$ cat src/rtl/reg_file_mp_pkg.sv
// Shared sizing constants for the multi-port register file and its read ports.
package reg_file_mp_pkg;

    localparam int RF_WORD_WIDTH  = 16;
    localparam int RF_NIB_WIDTH   = 4;
    localparam int REG_STACK_SIZE = 16;
    localparam int MAX_RD_PORTS   = 4;

endpackage

$ cat src/rtl/reg_file_rdport.sv
// One registered read port: merges same-edge writes/reserve into the stored
// value so the registered result matches the post-edge register state.
module reg_file_rdport
    import reg_file_mp_pkg::*;
#(
    parameter int WORD_WIDTH = RF_WORD_WIDTH,
    parameter int NIB_WIDTH  = RF_NIB_WIDTH
) (
    input  logic                  clk,
    input  logic                  rst_n,
    input  logic                  i_rd_en,
    input  logic [NIB_WIDTH-1:0]  i_rd_num,
    input  logic [WORD_WIDTH-1:0] i_stored_val,
    input  logic                  i_stored_busy,
    input  logic                  i_wr0_ok,
    input  logic [NIB_WIDTH-1:0]  i_wr0_num,
    input  logic [WORD_WIDTH-1:0] i_wr0_val,
    input  logic                  i_wr1_ok,
    input  logic [NIB_WIDTH-1:0]  i_wr1_num,
    input  logic [WORD_WIDTH-1:0] i_wr1_val,
    input  logic                  i_rsv_ok,
    input  logic [NIB_WIDTH-1:0]  i_rsv_num,
    output logic [WORD_WIDTH-1:0] o_rd_val,
    output logic                  o_rd_busy
);

    logic                  w_hit0;
    logic                  w_hit1;
    logic                  w_hit_rsv;
    logic [WORD_WIDTH-1:0] w_val;
    logic                  w_busy;
    logic [WORD_WIDTH-1:0] r_val;
    logic                  r_busy;

    // The *_ok strobes already exclude out-of-range and hardwired-zero targets.
    always_comb begin
        w_hit0    = i_wr0_ok && (i_rd_num == i_wr0_num);
        w_hit1    = i_wr1_ok && (i_rd_num == i_wr1_num);
        w_hit_rsv = i_rsv_ok && (i_rd_num == i_rsv_num);
        w_val     = i_stored_val;
        if (w_hit1) begin
            w_val = i_wr1_val;
        end else if (w_hit0) begin
            w_val = i_wr0_val;
        end
        w_busy = i_stored_busy;
        if (w_hit_rsv) begin
            w_busy = 1'b1;
        end else if (w_hit0 || w_hit1) begin
            w_busy = 1'b0;
        end
    end

    always_ff @(posedge clk or negedge rst_n) begin
        if (!rst_n) begin
            r_val  <= '0;
            r_busy <= 1'b0;
        end else if (i_rd_en) begin
            r_val  <= w_val;
            r_busy <= w_busy;
        end
    end

    assign o_rd_val  = r_val;
    assign o_rd_busy = r_busy;

endmodule

$ cat src/rtl/reg_file_mp.sv
// Multi-port register file with two write ports, same-edge write-to-read
// bypass, optional hardwired zero register and a busy scoreboard.
module reg_file_mp
    import reg_file_mp_pkg::*;
#(
    parameter int WORD_WIDTH = RF_WORD_WIDTH,
    parameter int NIB_WIDTH  = RF_NIB_WIDTH,
    parameter int REG_COUNT  = REG_STACK_SIZE,
    parameter int RD_PORTS   = 2,
    parameter bit ZERO_REG   = 1'b0
) (
    input  logic                           clk,
    input  logic                           rst_n,
    input  logic [RD_PORTS-1:0]            rd_en,
    input  logic [RD_PORTS*NIB_WIDTH-1:0]  rd_num,
    output logic [RD_PORTS*WORD_WIDTH-1:0] rd_val,
    output logic [RD_PORTS-1:0]            rd_busy,
    input  logic                           wr0_en,
    input  logic [NIB_WIDTH-1:0]           wr0_num,
    input  logic [WORD_WIDTH-1:0]          wr0_val,
    input  logic                           wr1_en,
    input  logic [NIB_WIDTH-1:0]           wr1_num,
    input  logic [WORD_WIDTH-1:0]          wr1_val,
    input  logic                           rsv_en,
    input  logic [NIB_WIDTH-1:0]           rsv_num,
    output logic [REG_COUNT-1:0]           busy
);

    if (RD_PORTS < 1 || RD_PORTS > MAX_RD_PORTS) begin : g_bad_rd_ports
        $error("reg_file_mp: RD_PORTS out of range");
    end
    if (REG_COUNT > (1 << NIB_WIDTH)) begin : g_bad_reg_count
        $error("reg_file_mp: REG_COUNT exceeds register-number space");
    end

    logic [WORD_WIDTH-1:0] r_data [REG_COUNT];
    logic [REG_COUNT-1:0]  r_busy;
    logic [REG_COUNT-1:0]  w_busy_nxt;
    logic                  w_wr0_ok;
    logic                  w_wr1_ok;
    logic                  w_rsv_ok;

    // A register number that names real, writable storage.
    function automatic logic f_target_ok(input logic [NIB_WIDTH-1:0] num);
        return (32'(num) < 32'(REG_COUNT)) && !(ZERO_REG && (num == '0));
    endfunction

    assign w_wr0_ok = wr0_en && f_target_ok(wr0_num);
    assign w_wr1_ok = wr1_en && f_target_ok(wr1_num);
    assign w_rsv_ok = rsv_en && f_target_ok(rsv_num);

    // Reserve is applied last so a newly issued producer keeps the register busy.
    always_comb begin
        w_busy_nxt = r_busy;
        if (w_wr0_ok) w_busy_nxt[wr0_num] = 1'b0;
        if (w_wr1_ok) w_busy_nxt[wr1_num] = 1'b0;
        if (w_rsv_ok) w_busy_nxt[rsv_num] = 1'b1;
    end

    always_ff @(posedge clk or negedge rst_n) begin
        if (!rst_n) begin
            for (int i = 0; i < REG_COUNT; i++) begin
                r_data[i] <= '0;
            end
            r_busy <= '0;
        end else begin
            if (w_wr0_ok) r_data[wr0_num] <= wr0_val;
            if (w_wr1_ok) r_data[wr1_num] <= wr1_val;
            r_busy <= w_busy_nxt;
        end
    end

    assign busy = r_busy;

    for (genvar p = 0; p < RD_PORTS; p++) begin : g_rd
        logic [NIB_WIDTH-1:0]  w_num;
        logic                  w_ok;
        logic [WORD_WIDTH-1:0] w_stored_val;
        logic                  w_stored_busy;

        assign w_num         = rd_num[p*NIB_WIDTH +: NIB_WIDTH];
        assign w_ok          = f_target_ok(w_num);
        assign w_stored_val  = w_ok ? r_data[w_num] : '0;
        assign w_stored_busy = w_ok ? r_busy[w_num] : 1'b0;

        reg_file_rdport #(
            .WORD_WIDTH (WORD_WIDTH),
            .NIB_WIDTH  (NIB_WIDTH)
        ) u_rdport (
            .clk           (clk),
            .rst_n         (rst_n),
            .i_rd_en       (rd_en[p]),
            .i_rd_num      (w_num),
            .i_stored_val  (w_stored_val),
            .i_stored_busy (w_stored_busy),
            .i_wr0_ok      (w_wr0_ok),
            .i_wr0_num     (wr0_num),
            .i_wr0_val     (wr0_val),
            .i_wr1_ok      (w_wr1_ok),
            .i_wr1_num     (wr1_num),
            .i_wr1_val     (wr1_val),
            .i_rsv_ok      (w_rsv_ok),
            .i_rsv_num     (rsv_num),
            .o_rd_val      (rd_val[p*WORD_WIDTH +: WORD_WIDTH]),
            .o_rd_busy     (rd_busy[p])
        );
    end

`ifndef SYNTHESIS
    always @(posedge clk) begin
        if (rst_n) begin
            if (w_wr0_ok) $display("regfile: wr0 r%0d <= %h", wr0_num, wr0_val);
            if (w_wr1_ok) $display("regfile: wr1 r%0d <= %h", wr1_num, wr1_val);
            if (w_rsv_ok) $display("regfile: reserve r%0d", rsv_num);
        end
    end
`endif

endmodule
$ cat config.mk
export PLATFORM = sky130hd
export DESIGN_NAME = reg_file_mp
export DESIGN_NICKNAME = d
export VERILOG_FILES = /design/src/rtl/reg_file_mp_pkg.sv /design/src/rtl/reg_file_rdport.sv /design/src/rtl/reg_file_mp.sv
export SDC_FILE = /design/constraint.sdc
export NUM_CORES = 1
export LEC_CHECK = 0
export CORE_MARGIN = 1.5
export CORE_UTILIZATION = 34
export DETAILED_ROUTE_END_ITERATION = 16
export PLACE_DENSITY = 0.62
export SLEW_MARGIN = 30
export SYNTH_ARGS = -nofsm -noshare
export SYNTH_HDL_FRONTEND = slang
export SYNTH_SLANG_ARGS = --single-unit
export TNS_END_PERCENT = 30
$ cat constraint.sdc
create_clock -name clk -period 1.81 [get_ports clk]
set_input_delay 0.181 -clock clk [delete_from_list [all_inputs] [get_ports clk]]
set_output_delay 0.181 -clock clk [all_outputs]
set_load 0.02 [all_outputs]
==> results of run 1 <==
## flip-flops by register name, indices dropped and copies added (netlist names)
name and count:
busy 16, g_rd.u_rdport.o_rd_busy 2, g_rd.u_rdport.o_rd_val 32, r_data 256
## final timing paths
kind / from / depth (start not counted) / end
worst min register to register: g_rd[0].u_rdport.o_rd_busy / 2 / g_rd[0].u_rdport.o_rd_busy
worst max-delay path: busy[15] / 3 / g_rd[1].u_rdport.o_rd_busy
worst min-delay path: rst_n / 2 / r_data[226]
max in group asynchronous: rst_n / 3 / r_data[217]
worst max register to register: busy[15] / 3 / g_rd[1].u_rdport.o_rd_busy
min in group clk: rd_num[6] / 5 / g_rd[1].u_rdport.o_rd_val[0]
## metrics by stage
stage               setup TNS (ns)  power (mW)
finish                     -0.0467        24.4
CTS                        -0.0314        24.3
global route                -0.103        25.3
global placement            -60.65        16.7
floorplan                        0        14.1
detailed placement          -66.38        17.1
## cell families (layout without fill, tap and decap cells)
family,count (synthesis),count (layout)
flip-flops,306,306
buffers and inverters,255,422
XOR/XNOR,24,24
multiplexers,426,426
AND/OR/NAND/NOR,452,452
AO/OA/AOI/OAI,357,357
## Yosys cell counts, types with 2 or more instances
library cell / count / share of area [%]
a32o_1: 6 / 0.31
nand3b_1: 4 / 0.16
buf_4: 22 / 0.86
dfrtp_1: 306 / 40
nor2_2: 9 / 0.29
o211ai_1: 16 / 0.62
a21oi_1: 161 / 4.2
o22ai_1: 31 / 1.0
o2111a_1: 16 / 0.93
nor2b_1: 6 / 0.19
or3_1: 2 / 0.065
xnor2_1: 9 / 0.41
xor2_1: 15 / 0.68
inv_1: 30 / 0.58
nor3_1: 31 / 0.80
nand2_1: 131 / 2.5
and3_1: 2 / 0.065
nand2b_1: 21 / 0.68
clkbuf_1: 123 / 2.4
buf_6: 3 / 0.18
mux2i_1: 273 / 14
nor4_1: 4 / 0.13
o21ai_0: 105 / 2.7
buf_1: 19 / 0.37
nor3b_1: 19 / 0.74
mux4_2: 153 / 18
o2bb2ai_1: 2 / 0.091
clkinv_1: 8 / 0.16
and2_1: 7 / 0.23
nand3_1: 26 / 0.67
a311oi_1: 15 / 0.68
buf_2: 47 / 1.2
nor2_1: 186 / 3.6
## metal layers
metal  track usage, %  routed length [um]  vias to the layer above
met5                0                  27                        -
met4             13.2                3930                        4
met3             5.42                6630                      216
met2             40.9               34800                      900
met1             33.3               28800                     8270
li1                 -                   -                     6906
## repair_timing
action | CTS | global route
setup buffers | 0 | 1
cloned | 0 | 0
resized for setup | 34 | 9
setup endpoints to repair | 34 | 10
hold buffers | 1 | 0
hold endpoints to repair | 225 | 0
## worst reg2reg max path, stage by stage (launching register included)
cell,delay [ns]
dfrtp_2,0.44
mux4_2,0.47
mux4_2,0.55
a311o_1,0.29
## cell usage in the layout (no fill, tap or decap), types with 4 or more instances in the layout
cell type	synthesis	routed
a21oi_1	161	161
a311oi_1	15	15
a32o_1	6	6
and2_1	7	7
buf_12	1	64
buf_4	22	163
bufinv_16	0	4
clkbuf_1	123	6
clkbuf_16	0	37
clkdlybuf4s50_1	0	58
clkinv_1	8	8
clkinv_2	0	6
dfrtp_1	306	297
dfrtp_2	0	9
dlygate4sd2_1	0	29
dlymetal6s2s_1	0	8
inv_1	30	30
mux2i_1	273	273
mux4_2	153	153
nand2_1	131	131
nand2b_1	21	21
nand3_1	26	24
nand3b_1	4	4
nor2_1	186	186
nor2_2	9	9
nor2b_1	6	5
nor3_1	31	31
nor3b_1	19	19
o2111a_1	16	16
o211ai_1	16	16
o21ai_0	105	105
o22ai_1	31	31
xnor2_1	9	9
xor2_1	15	15
## report_power, final
| part | switching, mW | internal [mW] | total, mW | leakage [nW] |
|---|---|---|---|---|
| combinational | 3.08 | 3.74 | 6.82 | 5.71 |
| sequential | 1.60 | 8.56 | 10.2 | 3.61 |
| clock | 3.01 | 4.40 | 7.42 | 0.569 |
## layout make-up
class	count	area, um^2	area share (%)
Clock inverter	11	159	0.665
Sequential cell	306	7670	32.1
Clock buffer	46	990	4.14
Inverter	38	143	0.597
Timing Repair Buffer	327	3480	14.6
Tap cell	756	946	3.96
Multi-Input combinational cell	1259	10500	44.0
==> qor.yml, run 1 <==
status:
  outcome: "complete, but fails checks"
  failed_checks: "negative setup slack"
cells_and_area:
  final_nets: 2027
  area_growth_pct: 23.9
  layout.core_utilization_pct: 42.5
  postLayoutCellArea_um2: 23900
  drive_above_1_share_pct: 23.3
  antenna_cells: 0
  fin_cells: 2743
  fillers: 5256
synth:
  yosysSeqAreaShare_pct: 39.7
  synth_seq_cells: 306
  syn_avg_cell_area_um2: 10.6
  yosys_warnings: 0
  synth_compound_area_share_pct: 10.8
  ys_types: 45
  synthAdderAreaFrac_pct: 0
  synth-edff-count: 0
  muxShareOfSynthArea_pct: 32.0
  synth_area_um2: 19300
  synthesis.nets: 1879
  synth_top_family_by_area: "multiplexers"
  syn_inst: 1820
  synthArstFlopShare_pct: 100
  synth_xor_area_share_pct: 1.09
  yosys.area_share.simple_pct: 10.5
  ys.flop_type: "dfrtp_1"
clock_tree:
  cts.path.max_buffers: 3
  h-tree-depth: 2
  path_clk_slew_ns: 0.06
  insertion_delay_ns: 0.55
  root_buffer: "clkbuf_16"
  clock-sinks: 306
  cts_tree: "built"
  cts_buffers: 36
timing:
  fmaxAchievable_mhz: 539
  finalClockSkew_ns: 0.00859
  drv_slew: 0
  fin_ws_ns: -0.0467
  grt_setup_unrepaired: "yes"
  setup_violations: 1
  hold_viol_final: 0
  slew_headroom_pct: 58.9
  holdWs_ns: 0.124
  period_minus_slack_ns: 1.86
  worst_pin_slew_ns: 0.614
  fin_crit_sh_pct: 103
place:
  placed_area_um2: 22800
  dp.cells: 2684
  portBuffers: 108
  gp_congestion: 0.917
  dpl.hpwl_mm: 49.2
  dpl_worst_slack_ns: -0.336
floorplan:
  coreArea_um2: 56300
  num_rows: 87
  start_util_pct: 34.3
  die_area_um2: 58200
  die_w_um: 241
  io_pins: 109
  die_h_um: 241
worst_setup_path:
  cp.arrival_ns: 2.29
  cp_max_fo: 3
  end_kind: "register"
  cp_cell_sequence: "mux4_2 > mux4_2 > a311o_1"
  cp.required_ns: 2.25
  crit_type: "reg -> reg"
  cp_slowest_stage_delay_ns: 0.55
  worstSetupStartpointType: "register"
  cp_common_cell: "mux4_2"
  r2r_setup_slack_ns: -0.05
  crit_buf_inv: 0
  cpMaxStageDelayCell: "mux4_2"
  critical-path-top-delay-family: "multiplexers"
routing:
  post_drt_wl_per_cell_um: 27.0
  wirelength_mm: 74.2
  ant_nets: 0
  vias_per_cell: 5.94
  drt_iter0_markers: 1858
  dr.pass1.iters: 6
  num_vias: 16296
  drc: 0
global_routing:
  grt.total_usage_pct: 25.8
  grt_antenna_before_repair: 3
  grt_first_pass_wirelength_mm: 109
  grt_pass1_vias: 16256
  grt_start_max_net_pins: 51
  overflow: 0
pwr:
  worst_ir_drop_vdd_mv: 0.484
  p_per_area_nw_per_um2: 1020
  power_leakage_nw: 9.89
run:
  cap_violations: 0
worst_hold_path:
  hold_path_class: "in -> async"
Power figures use the tool's default switching activity.
==> run 2, diff against run 1 <==
- RECOVER_POWER: unset -> 100
==> run 2 against run 1 <==
The flow still finishes with violations (negative setup slack). Maximum frequency hardly changed. Register-to-register slack hardly changed. First-iteration DRC count is 4.4% lower. Sequential cell count stayed put. Clock-buffer cell count stayed put. Non-clock buffer count stayed put. Via count is 0.64% lower. Global-route usage stayed put. Hold slack worse by 0.012 ns. Clock power hardly changed. Largest power group unchanged.
==> qor.yml, run 2 (synthesis gave the netlist of run 1 again) <==
status:
  outcome: "complete, but fails checks"
  failed_checks: "negative setup slack"
worst_setup_path:
  cpMaxStageDelayCell: "mux4_2"
  end_kind: "register"
  cp.required_ns: 2.25  # about the same
  cp_cell_sequence: "mux4_2 > mux4_2 > a311o_1"
  crit_type: "reg -> reg"
  cp_common_cell: "mux4_2"
  worstSetupStartpointType: "register"
  cp_slowest_stage_delay_ns: 0.55  # about the same
  r2r-start: "busy[10]"
  cp.arrival_ns: 2.29  # about the same
  cp_max_fo: 4  # +1
  r2r_setup_slack_ns: -0.05  # about the same
  r2r-end: "g_rd[1].u_rdport.o_rd_busy"
  r2r_cells: 3  # unchanged
routing:
  wl_met3_mm: 6.05  # -8.7%
  wl_met1_mm: 29.4  # +1.9%
  wirelength_mm: 74.2  # about the same
  num_vias: 16192  # -0.64%
  vias_per_cell: 5.90  # -0.64%
  dr.pass1.iters: 5  # -1
  drt_iter0_markers: 1776  # -4.4%
  ant_nets: 0  # unchanged
  drc: 0  # unchanged
  post_drt_wl_per_cell_um: 27.0  # about the same
  dr_wl_met2_mm: 34.8  # about the same
  top_layer: "met5"
global_routing:
  grt.total_usage_pct: 25.8  # unchanged
  grt_antenna_before_repair: 4  # +1
  grt_pass1_vias: 16256  # unchanged
  overflow: 0  # unchanged
  grt_start_max_net_pins: 51  # unchanged
  grt_first_pass_wirelength_mm: 109  # unchanged
clock_tree:
  h-tree-depth: 2  # unchanged
  root_buffer: "clkbuf_16"
  insertion_delay_ns: 0.55  # about the same
  path_clk_slew_ns: 0.06  # about the same
  clock-sinks: 306  # unchanged
  cts_tree: "built"
  cts_buffers: 36  # unchanged
  cts.path.max_buffers: 3  # unchanged
place:
  placed_area_um2: 22800  # unchanged
  gp_congestion: 0.917  # unchanged
  portBuffers: 108  # unchanged
  dpl.hpwl_mm: 49.2  # unchanged
cells_and_area:
  antenna_cells: 0  # unchanged
  area_growth_pct: 21.6
  fillers: 5331  # +1.4%
  layout_common_cells: "dfrtp_1 (297), mux2i_1 (273), nor2_1 (193), a21oi_1 (161), mux4_2 (153)"
  postLayoutCellArea_um2: 23500  # -1.8%
  final_nets: 2027  # unchanged
  top_register: "r_data"
  drive_above_1_share_pct: 22.0  # -1.2 points
  regArea_um2: 7670  # unchanged
  final_common_cell: "dfrtp_1"
  multiInputGateArea_um2: 10500  # -0.26%
  largest_reg_flops: 256  # unchanged
timing:
  hold_viol_final: 0  # unchanged
  finalClockSkew_ns: 0.00974  # +0.00115 ns
  grt_setup_unrepaired: "yes"
  fin_setup_tns_ns: -0.108  # -0.0615 ns
  slew_headroom_pct: 28.3  # -31 points
  setup_violations: 4  # +3
  period_minus_slack_ns: 1.86  # -0.000111 ns
  fin_ws_ns: -0.0466  # +0.000111 ns
  worst_pin_slew_ns: 1.07  # +0.461 ns
  drv_slew: 0  # unchanged
  fin_crit_sh_pct: 103  # about the same
  fmaxAchievable_mhz: 539  # about the same
floorplan:
  die_h_um: 241  # unchanged
  num_rows: 87  # unchanged
  start_util_pct: 34.3  # unchanged
  coreArea_um2: 56300  # unchanged
  die_w_um: 241  # unchanged
  io_pins: 109  # unchanged
  die_area_um2: 58200  # unchanged
pwr:
  power_mw: 24.3  # -0.60%
  worst_ir_drop_vdd_mv: 0.485  # +0.18%
  p_per_area_nw_per_um2: 1030  # +1.2%
  power_leakage_nw: 9.63  # -2.6%
worst_hold_path:
  hold_path_class: "in -> async"
run:
  cap_violations: 0  # unchanged
[run 2: cell types whose count changed in the layout (fill, tap and decap cells not counted), moves of 3 or more]
| cell | delta |
|---|---|
| and2_0 | +3 |
| nor2_1 | +7 |
| and2_1 | -3 |
| buf_6 | +4 |
| clkbuf_1 | +23 |
| clkbuf_4 | +15 |
| clkbuf_2 | +9 |
| nor2_2 | -7 |
| buf_12 | -22 |
| dlymetal6s2s_1 | -8 |
| buf_4 | -23 |
[run 2: how the worst max path moves through the flow]
stage | startpoint | end | slack, ns | cells past startpoint
floorplan | rd_num[0] | g_rd[0].u_rdport.o_rd_val[0] | 0.007 | 6
finish | busy[10] | g_rd[1].u_rdport.o_rd_busy | -0.05 | 3
global placement | wr0_num[0] | r_data[155] | -0.31 | 7
global route | wr1_num[2] | g_rd[0].u_rdport.o_rd_busy | -0.06 | 8
detailed placement | wr0_num[2] | g_rd[1].u_rdport.o_rd_val[5] | -0.34 | 7
CTS | busy[10] | g_rd[1].u_rdport.o_rd_busy | -0.03 | 3
[run 2: cell type report]
| type | instances | area share (%) |
|---|---|---|
| Sequential cell | 306 | 32.7 |
| Clock buffer | 46 | 4.22 |
| Inverter | 38 | 0.608 |
| Multi-Input combinational cell | 1259 | 44.7 |
| Clock inverter | 11 | 0.677 |
| Timing Repair Buffer | 327 | 13.1 |
| Tap cell | 756 | 4.03 |
[run 2: critical path: cells and delay by family, from the launching register on]
kind            cells  cell delay, ns
compound gates      1            0.29
mux                 2            1.01
flops               1            0.45
[run 2: through the flow]
step | hold slack [ns] | instances | utilization (%) | worst slack (ns)
after floorplan | -0.115 | 1820 | - | 0.00671
after global placement | 0.135 | 2684 | 40.4 | -0.314
after detailed placement | 0.137 | 2684 | 40.4 | -0.336
after CTS | 0.158 | 2742 | 42.4 | -0.0314
after global routing | 0.148 | 2743 | 41.7 | -0.0623
final | 0.112 | 2743 | 41.7 | -0.0466
[run 2: power by group]
group          total (mW)  switching [mW]  internal [mW]
logic                6.69            3.07           3.62
clock network        7.41            3.00           4.40
registers            10.2            1.59           8.56
total                24.3            7.67           16.6
[run 2: timing repair]
| item | CTS | global route |
|---|---|---|
| gates cloned | 0 | 0 |
| setup buffers | 0 | 1 |
| hold buffers | 1 | 0 |
| hold endpoints to repair | 225 | 0 |
| gates resized for setup | 34 | 9 |
| pin swaps | 0 | 0 |
| endpoints found under the setup margin | 34 | 10 |
[run 2: routing by layer]
layer	track usage [%]	up-vias
met5	0	-
met4	13.2	6
met3	5.42	219
met2	40.9	815
met1	33.3	8243
li1	-	6909
==> variant 1, RTL diff (flow settings as in run 2) <==
`ZERO_REG`: 1'b0 -> 1'b1.
--- a/src/rtl/reg_file_mp.sv
+++ b/src/rtl/reg_file_mp.sv
@@ -7,7 +7,7 @@
     parameter int NIB_WIDTH  = RF_NIB_WIDTH,
     parameter int REG_COUNT  = REG_STACK_SIZE,
     parameter int RD_PORTS   = 2,
-    parameter bit ZERO_REG   = 1'b0
+    parameter bit ZERO_REG   = 1'b1
 ) (
     input  logic                           clk,
     input  logic                           rst_n,
Behaviour: not the same (a bounded check fails within 4 cycles, from zero or initial values and one cycle with rst_n low).
==> variant 1 against run 2 <==
- the run still ends with negative setup slack left
- cell area grew 0.71%
- utilization grew 1.1 points
- die area shrank 1.3%
- via count shrank 2.1%
- combinational power grew 7.5%
- fmax shrank 7.9%
- synthesized cell count shrank 2.5%
- total power grew 0.14%
- routed wire length shrank 4.4%
- sequential cell count is the same
- synthesized area shrank 1.3%
- worst setup slack lost 0.16 ns
- first-iteration DRC count shrank 2.5%
- critical endpoint is now g_rd[1].u_rdport.o_rd_val[14]
- largest cell class unchanged
==> variant 1: results <==
[run_status]
status = "finished, violations left"
violations = "negative setup slack"

[cells_and_area]
final_nets = 2013
instances_no_fill = 2722
drive_gt1_share_pct = 24.67

[power_and_ir_drop]
leakage_uw = 0.009853
vdd_drop_max_mv = 0.5306
p_int_uw = 16770

[sta]
setup_ws_ns = -0.2053
clock_skew_ns = 0.01365
worst_pin_slew_ns = 1.033
fin_tns_setup_ns = -0.9587
setup_violations = 22
fin_crit_ns = 2.015

[placement]
place_hpwl_mm = 48.19
routabilityCongestion = 0.9502
dp_slack_ns = -0.6649
placed_area_um2 = 22770

[grt]
grt_use_total_pct = 24.70
grt_pass1_wl_mm = 104.4
antenna_found_initial = 3
grt_max_degree = 69

[hold_path]
holdCritPathClass = "input pin to flip-flop"
holdCritStartpoint = "rd_en[1]"

[logic_synthesis]
synth.area.top_cells = "dfrtp_1 40%, mux4_2 16%, mux2i_1 15%"
synth_common_cells = "306 x dfrtp_1, 280 x mux2i_1, 224 x nor2_1"
ys_types = 54
ys_seq_area_share_pct = 40.21
synth_warnings = 0
avgSynthCellArea_um2 = 10.73

[drt]
routed-wl-met3_mm = 6.655
vias = 15860
met2_length_mm = 31.95
drt-met1-wl_mm = 29.06
drt_iter0_drc = 1731
drtPass1Iterations = 6
wirelength_mm = 70.89

[worst_setup_path]
crit_start = "r_data[110]"
critPathMaxFanout = 2
crit_arrival_ns = 2.40

[clocking]
clock_latency_ns = 0.53
variant 1: cell types whose count changed in the layout (fill, tap and decap cells not counted), moves of 26 or more:
cell	change
nor2_1	+38
a21oi_1	+37
o21ai_0	-33
nor3_1	-30
inv_1	-26
o22ai_1	-26
variant 1: worst paths after layout:
kind / end / slack (ns) / cells after the start
max: g_rd[1].u_rdport.o_rd_val[14] / -0.21 / 5
min in group asynchronous: g_rd[0].u_rdport.o_rd_val[9] / 0.38 / 2
max in group asynchronous: r_data[49] / 0.23 / 3
max reg2reg: g_rd[1].u_rdport.o_rd_val[14] / -0.21 / 5
min: g_rd[1].u_rdport.o_rd_val[2] / 0.17 / 3
min reg2reg: r_data[252] / 0.39 / 0
variant 1: repair_timing:
action / CTS / global route
endpoints found under the hold margin: 273 / 0
gates resized for setup: 26 / 15
gates cloned: 0 / 0
setup endpoints to repair: 28 / 29
pin swaps: 6 / 9
buffers inserted: 1 / 3
hold buffers: 1 / 0
variant 1: logic make-up (layout without fill, tap and decap cells):
logic type | count (synthesis) | in the layout | synth area share (%)
xor+xnor | 23 | 23 | 1.058
mux | 442 | 442 | 33.07
buf+inv | 234 | 433 | 5.624
simple gates | 404 | 404 | 8.758
flops | 306 | 306 | 40.21
compound gates | 366 | 366 | 11.29
variant 1: critical path, stage by stage, from the launching register on:
cell and delay [ns]:
dfrtp_1 0.42, buf_6 0.14, mux4_2 0.45, mux2_4 0.29, o211ai_1 0.43, a221oi_2 0.13
variant 1: cell type report:
class                      instances  area (um2)
fill                            5108       31560
multi-input combinational       1235       10360
sequential                       306        7659
timing repair buffer             370        3517
clock buffer                      53        1046
tap                              748       935.9
clock inverter                     5       103.9
inverter                           5       18.77
variant 1: metal layers:
layer / up-vias / track usage [%]
met5: - / 0
met2: 883 / 38.00
met1: 7989 / 33.22
li1: 6791 / -
met4: 4 / 11.07
met3: 189 / 5.532
variant 1: power groups by stage:
stage | Clock (uW) | Sequential (uW) | Combinational [uW]
2_1_floorplan | 0 | 9690 | 4230
3_3_place_gp | 0 | 9660 | 7000
3_5_place_dp | 0 | 9780 | 7210
4_1_cts | 7400 | 9700 | 7210
5_1_grt | 7680 | 9920 | 7700
6_report | 7350 | 9760 | 7190
variant 1: stage by stage:
stage          util, %  hold WS, ns
2_1_floorplan        -      -0.1146
3_3_place_gp     41.25      0.09721
3_5_place_dp     41.25      0.09520
4_1_cts          43.39       0.1417
5_1_grt          42.82       0.1668
6_report         42.82       0.1705
==> variant 2, RTL diff (settings of run 2) <==
Without the edit above. Register the output `rd_val`; this adds one clock of latency there. The other outputs are not delayed to match.
--- a/src/rtl/reg_file_mp.sv
+++ b/src/rtl/reg_file_mp.sv
@@ -25,6 +25,8 @@
     input  logic [NIB_WIDTH-1:0]           rsv_num,
     output logic [REG_COUNT-1:0]           busy
 );
+
+    logic [RD_PORTS*WORD_WIDTH-1:0] rd_val_d;
 
     if (RD_PORTS < 1 || RD_PORTS > MAX_RD_PORTS) begin : g_bad_rd_ports
         $error("reg_file_mp: RD_PORTS out of range");
@@ -101,7 +103,7 @@
             .i_wr1_val     (wr1_val),
             .i_rsv_ok      (w_rsv_ok),
             .i_rsv_num     (rsv_num),
-            .o_rd_val      (rd_val[p*WORD_WIDTH +: WORD_WIDTH]),
+            .o_rd_val      (rd_val_d[p*WORD_WIDTH +: WORD_WIDTH]),
             .o_rd_busy     (rd_busy[p])
         );
     end
@@ -116,4 +118,8 @@
     end
 `endif
 
+    always_ff @(posedge clk) begin
+        rd_val <= rd_val_d;
+    end
+
 endmodule
Function: changed (a bounded check fails within 4 cycles, from zero or initial values and one cycle with rst_n low).
==> variant 2 against run 2 <==
- via count is 1.0% higher
- synthesized area grew 3.3%
- sequential cell count up 32
- cell area grew 4.6%
- largest cell class unchanged
- routed wire length shrank 1.3%
- non-clock buffer count rose by 7
- the flow still finishes with violations (negative setup slack)
- total power rose by 7.9%
- first-iteration DRC count fell by 5.6%
- worst setup slack improved by 0.031 ns
==> variant 2: results <==
[clocking]
clock_latency_ns = 0.57
cts_made_buffers = 39

[cells_and_area]
final-nonclk-buf-share_pct = 13.32
multi_input_area_um2 = 10500
drive_gt1_share_pct = 22.40
seq_area_um2 = 8308
final_nets = 2069
nClkBuffers = 55
num_antenna_cells = 1
fill_cells = 5405
buffers_excl_clock = 334
utilization_pct = 42.45
final_cell_area_um2 = 24540

[grt]
antenna_found_initial = 1
grt_max_degree = 77
grt_pass1_vias = 16230
grt_use_total_pct = 24.37
grt_pass1_wl_mm = 108.3

[run_status]
violations = "negative setup slack"
status = "finished, violations left"

[drt]
met2_length_mm = 34.13
drtPass1Iterations = 5
routed-wl-met3_mm = 6.495
routed.top_layer = "met4"
drt_iter0_drc = 1676
post_drt_wl_per_cell_um = 26.09
drt-met1-wl_mm = 29.05
vias = 16360
via_per_inst = 5.831

[logic_synthesis]
muxShareOfSynthArea_pct = 30.99
synth_compound_area_share_pct = 10.44
avgSynthCellArea_um2 = 10.77
synth.area.top_cells = "dfrtp_1 38%, mux4_2 17%, mux2i_1 14%"
ys_seq_area_share_pct = 41.62

[placement]
routabilityCongestion = 0.9172
post-place-cells = 2733
placed_area_um2 = 23490
place_hpwl_mm = 50.09

[sta]
setup_violations = 1
timing.hold.ws_ns = 0.2569
setup_ws_ns = -0.01537
fin_tns_setup_ns = -0.01537
clock_skew_ns = 0.01364

[power_and_ir_drop]
vdd_drop_max_mv = 0.7171

[worst_setup_path]
crit_start = "busy[15]"
critPathMaxFanout = 3
-- variant 2: kinds of logic after synthesis --
| group | count (synthesis) |
|---|---|
| muxes | 426 |
| xor gates and xnor gates | 24 |
| AOI/OAI and AO/OA | 357 |
| buffers and inverters | 255 |
| DFF | 338 |
| and+or+nand+nor | 452 |
-- variant 2: repair_timing --
action,4_1_cts,5_1_grt
cloned,0,0
pin swaps,0,0
hold buffers,1,0
resized for setup,17,2
endpoints found under the setup margin,18,2
hold endpoints to repair,306,0
-- variant 2: critical path, delay by kind of cell, from the launching register on --
| family | cells | cell delay (ns) |
|---|---|---|
| compound gates | 1 | 0.29 |
| mux | 2 | 1.01 |
| flops | 1 | 0.42 |
-- variant 2: how the worst max path moves through the flow --
stage	endpoint	slack, ns	cells after the start
detailed placement	g_rd[1].u_rdport.o_rd_val[14]	-0.33	8
CTS	g_rd[1].u_rdport.o_rd_busy	-0.02	3
global placement	g_rd[1].u_rdport.o_rd_val[14]	-0.32	8
floorplan	g_rd[0].u_rdport.o_rd_val[0]	0.007	6
global route	g_rd[1].u_rdport.o_rd_busy	-0.04	3
finish	g_rd[1].u_rdport.o_rd_busy	-0.02	3
-- variant 2: routing by layer --
| layer | up-vias | GRT usage, % |
|---|---|---|
| met5 | - | 0 |
| met4 | 0 | 11.09 |
| met3 | 175 | 4.177 |
| met2 | 916 | 39.00 |
| met1 | 8219 | 32.22 |
| li1 | 7051 | - |
-- variant 2: where the power goes --
part	total [uW]	switching, uW	internal, uW
logic	6750	3100	3650
clock network	8510	3400	5110
registers	10900	1490	9420
total	26200	7990	18200
